--- config.mk ---
export PLATFORM = sky130hd
export DESIGN_NAME = game_ctrl
export DESIGN_NICKNAME = d
export VERILOG_FILES = /design/src/rtl/game_ctrl_pkg.sv /design/src/rtl/game_tick_gen.sv /design/src/rtl/game_ctrl.sv
export SDC_FILE = /design/constraint.sdc
export NUM_CORES = 1
export LEC_CHECK = 0
export CELL_PAD_IN_SITES_DETAIL_PLACEMENT = 1
export CELL_PAD_IN_SITES_GLOBAL_PLACEMENT = 2
export CORE_UTILIZATION = 34
export CTS_BUF_LIST = sky130_fd_sc_hd__clkbuf_16
export CTS_CLUSTER_SIZE = 30
export DETAILED_ROUTE_END_ITERATION = 12
export GPL_ROUTABILITY_DRIVEN = 0
export MAX_ROUTING_LAYER = met4
export PLACE_DENSITY_LB_ADDON = 0.1
export SLEW_MARGIN = 10
export SYNTH_ARGS = -nofsm -noshare
export SYNTH_HDL_FRONTEND = slang
export SYNTH_SLANG_ARGS = --single-unit
--- constraint.sdc ---
create_clock -name clk -period 2.95 [get_ports clk]
set_input_delay 0.885 -clock clk [delete_from_list [all_inputs] [get_ports clk]]
set_output_delay 0.885 -clock clk [all_outputs]
set_load 0.1 [all_outputs]
--- src/rtl/game_ctrl_pkg.sv ---
// Shared types, per-level constants and BCD helpers for the game controller.
package game_ctrl_pkg;

    typedef enum logic [2:0] {
        IDLE  = 3'd0,
        SETUP = 3'd1,
        PLAY  = 3'd2,
        WON   = 3'd3,
        LOST  = 3'd4
    } game_state_t;

    // Per-level timer start value and mine count, both in two-digit BCD.
    localparam logic [7:0] LEVEL_SECONDS [4] = '{8'h99, 8'h99, 8'h99, 8'h60};
    localparam logic [7:0] LEVEL_MINES   [4] = '{8'h10, 8'h20, 8'h40, 8'h50};

    // Two-digit BCD increment; callers keep the value below 0x99.
    function automatic logic [7:0] bcd_inc(input logic [7:0] b);
        if (b[3:0] == 4'd9) return {b[7:4] + 4'd1, 4'd0};
        else                return {b[7:4], b[3:0] + 4'd1};
    endfunction

    // Two-digit BCD decrement; callers keep the value above 0x00.
    function automatic logic [7:0] bcd_dec(input logic [7:0] b);
        if (b[3:0] == 4'd0) return {b[7:4] - 4'd1, 4'd9};
        else                return {b[7:4], b[3:0] - 4'd1};
    endfunction

    // Mine totals are at most 50, so the 6-bit result never truncates a table entry.
    function automatic logic [5:0] bcd_to_bin(input logic [7:0] b);
        logic [6:0] t;
        t = {3'b000, b[7:4]} * 7'd10 + {3'b000, b[3:0]};
        return t[5:0];
    endfunction

endpackage

--- src/rtl/game_tick_gen.sv ---
// Game-second prescaler: counts enabled cycles 0..CLK_HZ-1, flags the terminal count.
module game_tick_gen #(
    parameter int CLK_HZ = 65_000_000
) (
    input  logic clk,
    input  logic rst,
    input  logic clear,
    input  logic enable,
    output logic tick
);

    localparam int CW = (CLK_HZ > 1) ? $clog2(CLK_HZ) : 1;
    localparam logic [CW-1:0] TERM = CW'(CLK_HZ - 1);

    logic [CW-1:0] cnt;

    // Prescaler counter; holds while disabled, wraps at the terminal count.
    always_ff @(posedge clk) begin
        if (!rst || clear) begin
            cnt <= '0;
        end else if (enable) begin
            cnt <= (cnt == TERM) ? '0 : cnt + CW'(1);
        end
    end

    assign tick = enable && (cnt == TERM);

endmodule

--- src/rtl/game_ctrl.sv ---
// Minesweeper-style game controller: level select, countdown timer, mine/flag bookkeeping.
module game_ctrl
    import game_ctrl_pkg::*;
#(
    parameter int NUM_LEVELS = 3,
    parameter int CLK_HZ     = 65_000_000
) (
    input  logic                  clk,
    input  logic                  rst,
    input  logic [NUM_LEVELS-1:0] level_req,
    input  logic                  restart,
    input  logic                  explode,
    input  logic                  flag_set,
    input  logic                  flag_clr,
    input  logic                  defuse,
    output game_state_t           state,
    output logic [1:0]            level_idx,
    output logic                  game_active,
    output logic                  game_over,
    output logic                  game_won,
    output logic [7:0]            sec_bcd,
    output logic [7:0]            mines_bcd,
    output logic                  tick_1hz
);

    game_state_t state_next;
    logic        tick;
    logic        req_any;
    logic [1:0]  req_idx;
    logic [5:0]  defuse_cnt;
    logic [5:0]  mine_total;
    logic [7:0]  mine_total_bcd;

    assign mine_total_bcd = LEVEL_MINES[level_idx];
    assign mine_total     = bcd_to_bin(mine_total_bcd);

    game_tick_gen #(.CLK_HZ(CLK_HZ)) u_tick_gen (
        .clk    (clk),
        .rst    (rst),
        .clear  (state == SETUP),
        .enable (state == PLAY),
        .tick   (tick)
    );

    // Pick the lowest-numbered requested level (scan downwards so the lowest wins).
    always_comb begin
        req_any = |level_req;
        req_idx = 2'd0;
        for (int i = NUM_LEVELS - 1; i >= 0; i--) begin
            if (level_req[i]) req_idx = 2'(i);
        end
    end

    // Next-state logic; restart outranks every PLAY exit, explode outranks timeout and win.
    always_comb begin
        state_next = state;
        case (state)
            IDLE:  if (req_any) state_next = SETUP;
            SETUP: state_next = PLAY;
            PLAY: begin
                if (restart)                                         state_next = IDLE;
                else if (explode)                                    state_next = LOST;
                else if ((sec_bcd == 8'h00) ||
                         (tick && sec_bcd == 8'h01))                 state_next = LOST;
                else if (defuse_cnt == mine_total)                   state_next = WON;
            end
            WON:   if (restart) state_next = IDLE;
            LOST:  if (restart) state_next = IDLE;
            default: state_next = IDLE;
        endcase
    end

    // State register.
    always_ff @(posedge clk) begin
        if (!rst) state <= IDLE;
        else      state <= state_next;
    end

    // Registered status flags, level latch, timer, mine counter and defuse count.
    always_ff @(posedge clk) begin
        if (!rst) begin
            level_idx   <= 2'd0;
            game_active <= 1'b0;
            game_over   <= 1'b0;
            game_won    <= 1'b0;
            sec_bcd     <= 8'h00;
            mines_bcd   <= 8'h00;
            defuse_cnt  <= 6'd0;
            tick_1hz    <= 1'b0;
        end else begin
            game_active <= (state_next == PLAY);
            game_over   <= (state_next == LOST);
            game_won    <= (state_next == WON);
            // The final tick that ends the game is not reported outside PLAY.
            tick_1hz    <= tick && (state_next == PLAY);
            case (state)
                IDLE: begin
                    if (req_any) level_idx <= req_idx;
                end
                SETUP: begin
                    sec_bcd    <= LEVEL_SECONDS[level_idx];
                    mines_bcd  <= mine_total_bcd;
                    defuse_cnt <= 6'd0;
                end
                PLAY: begin
                    if (tick && sec_bcd != 8'h00) sec_bcd <= bcd_dec(sec_bcd);
                    if (flag_set && !flag_clr && mines_bcd != 8'h00)
                        mines_bcd <= bcd_dec(mines_bcd);
                    else if (flag_clr && !flag_set && mines_bcd != mine_total_bcd)
                        mines_bcd <= bcd_inc(mines_bcd);
                    if (defuse && defuse_cnt < mine_total) defuse_cnt <= defuse_cnt + 6'd1;
                end
                default: ;
            endcase
        end
    end

endmodule

Yosys cells after proc, flatten, opt, wreduce, memory -nomap -nowiden --
Index checks and enable logic that the tools add are counted.
Word-level totals: bits in registers 57, bits in latches 0, bits in writable memories 0, bits in read-only memories 0, bits of input ports 10, memories 0
Cells by class: $add $sub $neg 9, multiply operators 1, div/mod/pow operators 0, $lt $le $gt $ge 2, eq/ne operators 18, shifts and indexed selects 0, multiplexer cells 27, bitwise operators 1, reduce and logical (&&, ||, !) cells 29
Operators by type and width (number):
- two-way mux 8 bit | 10
- binary-select mux 8 bit (select 2 bit) | 2
- case mux 8 bit (2 select lines) | 2
- adder 26 x 1 -> 26 bit (second input constant) | 1
- equality test 26 bit (second input constant) | 1
- two-way mux 26 bit | 1
- two-way mux 3 bit | 6
- nonzero test 8 bit | 2
- subtractor 4 x 1 -> 4 bit (second input constant) | 4
- equality test 3 x 2 -> 1 bit (second input constant) | 4
- case mux 3 bit (4 select lines) | 1
- case mux 6 bit (2 select lines) | 1
- logical AND 1 bit | 9
- != test 3 bit (second input constant) | 3
- adder 4 x 1 -> 4 bit (second input constant) | 2
- equality test 8 x 1 -> 1 bit (second input constant) | 1
- zero test 4 bit | 2
- zero test 8 bit | 1
- != test 8 bit | 1
- AND reduction 2 bit | 4
- adder 6 x 1 -> 6 bit (second input constant) | 1
- adder 6 x 4 -> 6 bit | 1
- equality test 3 bit (second input constant) | 2
- equality test 6 bit | 1
- other kinds (17) | 24

Longest topological paths before layout --
depth in word-level cells 14, mapped depth 9, depth with buffers taken out 9

By module --
From an unflattened synthesis, not the netlist that was laid out.
Second synthesis, totals: cells, all modules 420, area, all modules 3532.1 µm²
By module, submodules not included:
- game_ctrl | times used 1, cells each 272, area an instance 2234.6 µm², sequential area each 620.6 µm²
- game_tick_gen | times used 1, cells each 148, area an instance 1297.5 µm², sequential area each 520.5 µm²

Least setup slack after synthesis --
Ideal clock, no wire load.
kind flip-flop to flip-flop, start point reg level_idx[1], end point reg defuse_cnt[3], setup time 0.071 ns, arrival 2.919 ns, data required time 2.879 ns, path slack -0.040 ns, stages on the path, launching flop included 10, path through dfxtp_1 > inv_1 > ha_1 > xnor2_1 > ha_1 > nand3_1 > o21bai_1 > a31oi_2 > or3_1 > a21oi_1
Between the ends: cells in the longest elaborated chain, start to end 10
Ends and longest elaborated chain:
- from (decl) | RTL line game_ctrl.sv:17 | output logic [1:0] level_idx,
- from (signal assigned) | RTL line game_ctrl.sv:98 | if (req_any) level_idx <= req_idx;
- inverter 2 -> 3 bit (implied by the code) * | RTL line game_ctrl.sv:34 | assign mine_total_bcd = LEVEL_MINES[level_idx];
- binary-select mux 8 bit (select 2 bit) * | RTL line game_ctrl.sv:34
- two-way mux 8 bit (implied by the code) * (2 in series) | RTL line game_ctrl.sv:34
- multiplier 4 x 3 -> 5 bit | RTL line game_ctrl_pkg.sv:31 | t = {3'b000, b[7:4]} * 7'd10 + {3'b000, b[3:0]};
- adder 6 x 4 -> 6 bit * | RTL line game_ctrl_pkg.sv:31
- less-than comparator 6 bit * | RTL line game_ctrl.sv:111 | if (defuse && defuse_cnt < mine_total) defuse_cnt <= defuse_cnt + 6'd1;
- logical AND 1 bit * | RTL line game_ctrl.sv:111
- != test 2 bit (no source line) *
- AND reduction 2 bit (no source line) *
- to (signal assigned) | RTL line game_ctrl.sv:111
- to (decl) | RTL line game_ctrl.sv:30 | logic [5:0] defuse_cnt;
Every way passes the cells marked *; elsewhere a longest branch is shown, timed or not. The select of a mux whose other input is x is not followed. A chain may end at the register's enable or synchronous reset.

Worst setup path in the final report --
start point reg level_idx[1], end point reg defuse_cnt[1]
The elaborated chain is that of the path after synthesis.

==> impl_metrics.toml <==
[outcome]
status = "completed"

[synthesis]
seq_area_frac_synth = 0.3220
ys_ff_latch = 57
ys_async_sr_fraction = 0
yosys-top-cells-count = "dfxtp_1, nor2_1, nand2_1"
yosysTopAreaCellShare = 0.3220
synth_edf_count = 0
synth_area_um2 = 3543
synth_area_leaders = "dfxtp_1, ha_1, xor2_1"
synth_nets = 461
synth_warnings = 0
synth_cells = 431
ys_types = 64
ys.flop_type = "dfxtp_1"
post-synth-top-count-cell = "dfxtp_1"
syn_area_per_cell_um2 = 8.221
yosysTopAreaCell = "dfxtp_1"

[power_and_ir_drop]
p_leak_nw = 1.643
power_mw = 2.641
pwr_density_cell_nw_per_um2 = 611.8
vdd_drop_max_uv = 313.0

[worst_setup_path]
cp-end-kind = "register"
worstSetupPathType = "reg -> reg"
required_ns = 3.15
crit_fanout = 10
cp.arrival_ns = 2.58
rr_startpoint = "level_idx[1]$_SDFFE_PN0P_"
reg2reg_depth = 9
r2r_slack_ns = 0.57
rr_endpoint = "defuse_cnt[1]$_SDFFE_PN0P_"
start_kind = "register"

[floorplan]
start_util = 0.3560
die_h_um = 104.1
ios = 35
rows = 36
coreArea_um2 = 9955
dieArea_um2 = 10830
die_w_um = 104.1

[clock_tree]
h-tree-depth = 3
cts_setup_buffers = 0
cts_max_path_buffers = 2
cts_hold_buf = 0
cts_tree = "yes"
clk_latency_ns = 0.32
clkTransAtPathRegs_ns = 0.06
root_buffer = "clkbuf_16"
cts_resized = 0
cts_sinks = 57
cts_made_buffers = 9

[sta]
whs_ns = 0.4939
hold_viol_final = 0
finalMaxSlewViolations = 0
slew_headroom = 0.5595
rsz0062_at_grt = "false"
setup_violations = 0
finalCritPeriodShare = 0.8052
skew_ns = 0.007201
fin_crit_ns = 2.375
worstMarginPinSlew_ns = 0.6594
setup-tns-final_ns = 0
setup_ws_ns = 0.5747
fmax_mhz = 421.0

[final_layout]
final_util = 0.4336
fillers = 1217
diodes = 0
fin_cells = 604
nets = 496
area_growth_pct = 21.82
fin_area_um2 = 4317
drive_above_1_share = 0.1465

[global_route]
grt_overflow = 0
grt_busiest_layer = "met2"
grt_pass1_vias = 3258
grt_antenna_before_repair = 0
met2_usage = 0.3024
track_usage = 0.1983
met3_usage = 0.04135
met1_usage = 0.2685
grt_first_pass_wirelength_mm = 16.73
grt_max_degree = 26

[min_path]
hold_path_class = "reg -> reg"
hold_end = "u_tick_gen.cnt[25]$_SDFFE_PP0P_"
worstHoldStart = "u_tick_gen.cnt[25]$_SDFFE_PP0P_"
whs_path_depth = 2

[placed_design]
post-place-cells = 588
dp_slack_ns = 0.3282
placed_area_um2 = 3981
dpl.hpwl_mm = 7.268
io_buffer_count = 34

[job]
drv_cap = 0

[route]
viasPerCell = 5.425
ant_nets = 0
drt-total-wl_mm = 9.981
remaining_drc_errors = 0
wl_per_cell_um = 16.52
drtIter0Drc = 78
first_pass_iters = 4
num_vias = 3277
[report_power, final]
| group | switching [mW] | leakage, nW | internal, mW |
|---|---|---|---|
| combinational | 0.419 | 1.02 | 0.182 |
| sequential | 0.0527 | 0.462 | 0.801 |
| clock | 0.370 | 0.166 | 0.817 |
| total | 0.841 | 1.64 | 1.80 |
[sequential cells by signal, summed over array words and instances (netlist names)]
signal	count
mines_bcd	8
u_tick_gen.cnt	26
state	3
game_won	1
sec_bcd	8
game_active	1
tick_1hz	1
defuse_cnt	6
game_over	1
level_idx	2
[worst max-delay path, cell delays in order, from the launching register on]
cell	delay, ns
dfxtp_2	0.41
inv_1	0.11
ha_1	0.37
xnor2_1	0.16
ha_1	0.28
nand3_1	0.07
o21bai_1	0.17
a31oi_2	0.37
mux2i_1	0.24
nor2_1	0.06
[placed cells by master, fill, tap and decap left out, types with 7 or more instances in the layout]
| cell type | n |
|---|---|
| dfxtp_1 | 56 |
| nor2_1 | 45 |
| buf_4 | 36 |
| nand2_1 | 27 |
| nand3_1 | 24 |
| inv_1 | 23 |
| xor2_1 | 23 |
| a21oi_1 | 22 |
| ha_1 | 20 |
| nand4_1 | 17 |
| o21ai_0 | 14 |
| or3_1 | 11 |
| nor3_1 | 9 |
| clkbuf_16 | 9 |
| clkdlybuf4s50_1 | 9 |
| xnor2_1 | 7 |
| and2_1 | 7 |
| mux2i_1 | 7 |
[metal layers]
metal / vias up / part of all wire
li1: 1637 / -
met1: 1582 / 0.52
met2: 50 / 0.45
met3: 8 / 0.027
met4: 0 / 0.0091
met5: - / 0
[cell families after synthesis]
logic type,after synthesis,synth area share
AO/OA/AOI/OAI,78,0.1487
XOR/XNOR,30,0.07415
adder cells (fa/ha/maj),20,0.07062
buffers and inverters,43,0.05014
flip-flops,57,0.3220
multiplexers,8,0.02295
AND/OR/NAND/NOR,195,0.3114
[cell type report]
| cell class | count | area [um^2] | area share |
|---|---|---|---|
| inverter | 22 | 82.58 | 0.01913 |
| sequential | 57 | 1142 | 0.2646 |
| timing repair buffer | 45 | 360.3 | 0.08348 |
| clock inverter | 7 | 110.1 | 0.02551 |
| multi-input combinational | 331 | 2230 | 0.5165 |
| clock buffer | 9 | 225.2 | 0.05217 |
| tap | 133 | 166.4 | 0.03855 |
[how the worst max path moves through the flow]
stage / slack (ns) / from / to / depth (start not counted)
2_1_floorplan: 0.19 / level_idx[0]$_SDFFE_PN0P_ / defuse_cnt[3]$_SDFFE_PN0P_ / 8
3_5_place_dp: 0.33 / flag_clr / mines_bcd[3]$_SDFFE_PN0P_ / 7
4_1_cts: 0.50 / level_idx[1]$_SDFFE_PN0P_ / defuse_cnt[1]$_SDFFE_PN0P_ / 9
6_report: 0.57 / level_idx[1]$_SDFFE_PN0P_ / defuse_cnt[1]$_SDFFE_PN0P_ / 9
5_1_grt: 0.33 / level_idx[1]$_SDFFE_PN0P_ / defuse_cnt[1]$_SDFFE_PN0P_ / 9
3_3_place_gp: 0.39 / flag_clr / mines_bcd[3]$_SDFFE_PN0P_ / 7
No activity file was read; power rests on OpenSTA's default activity.
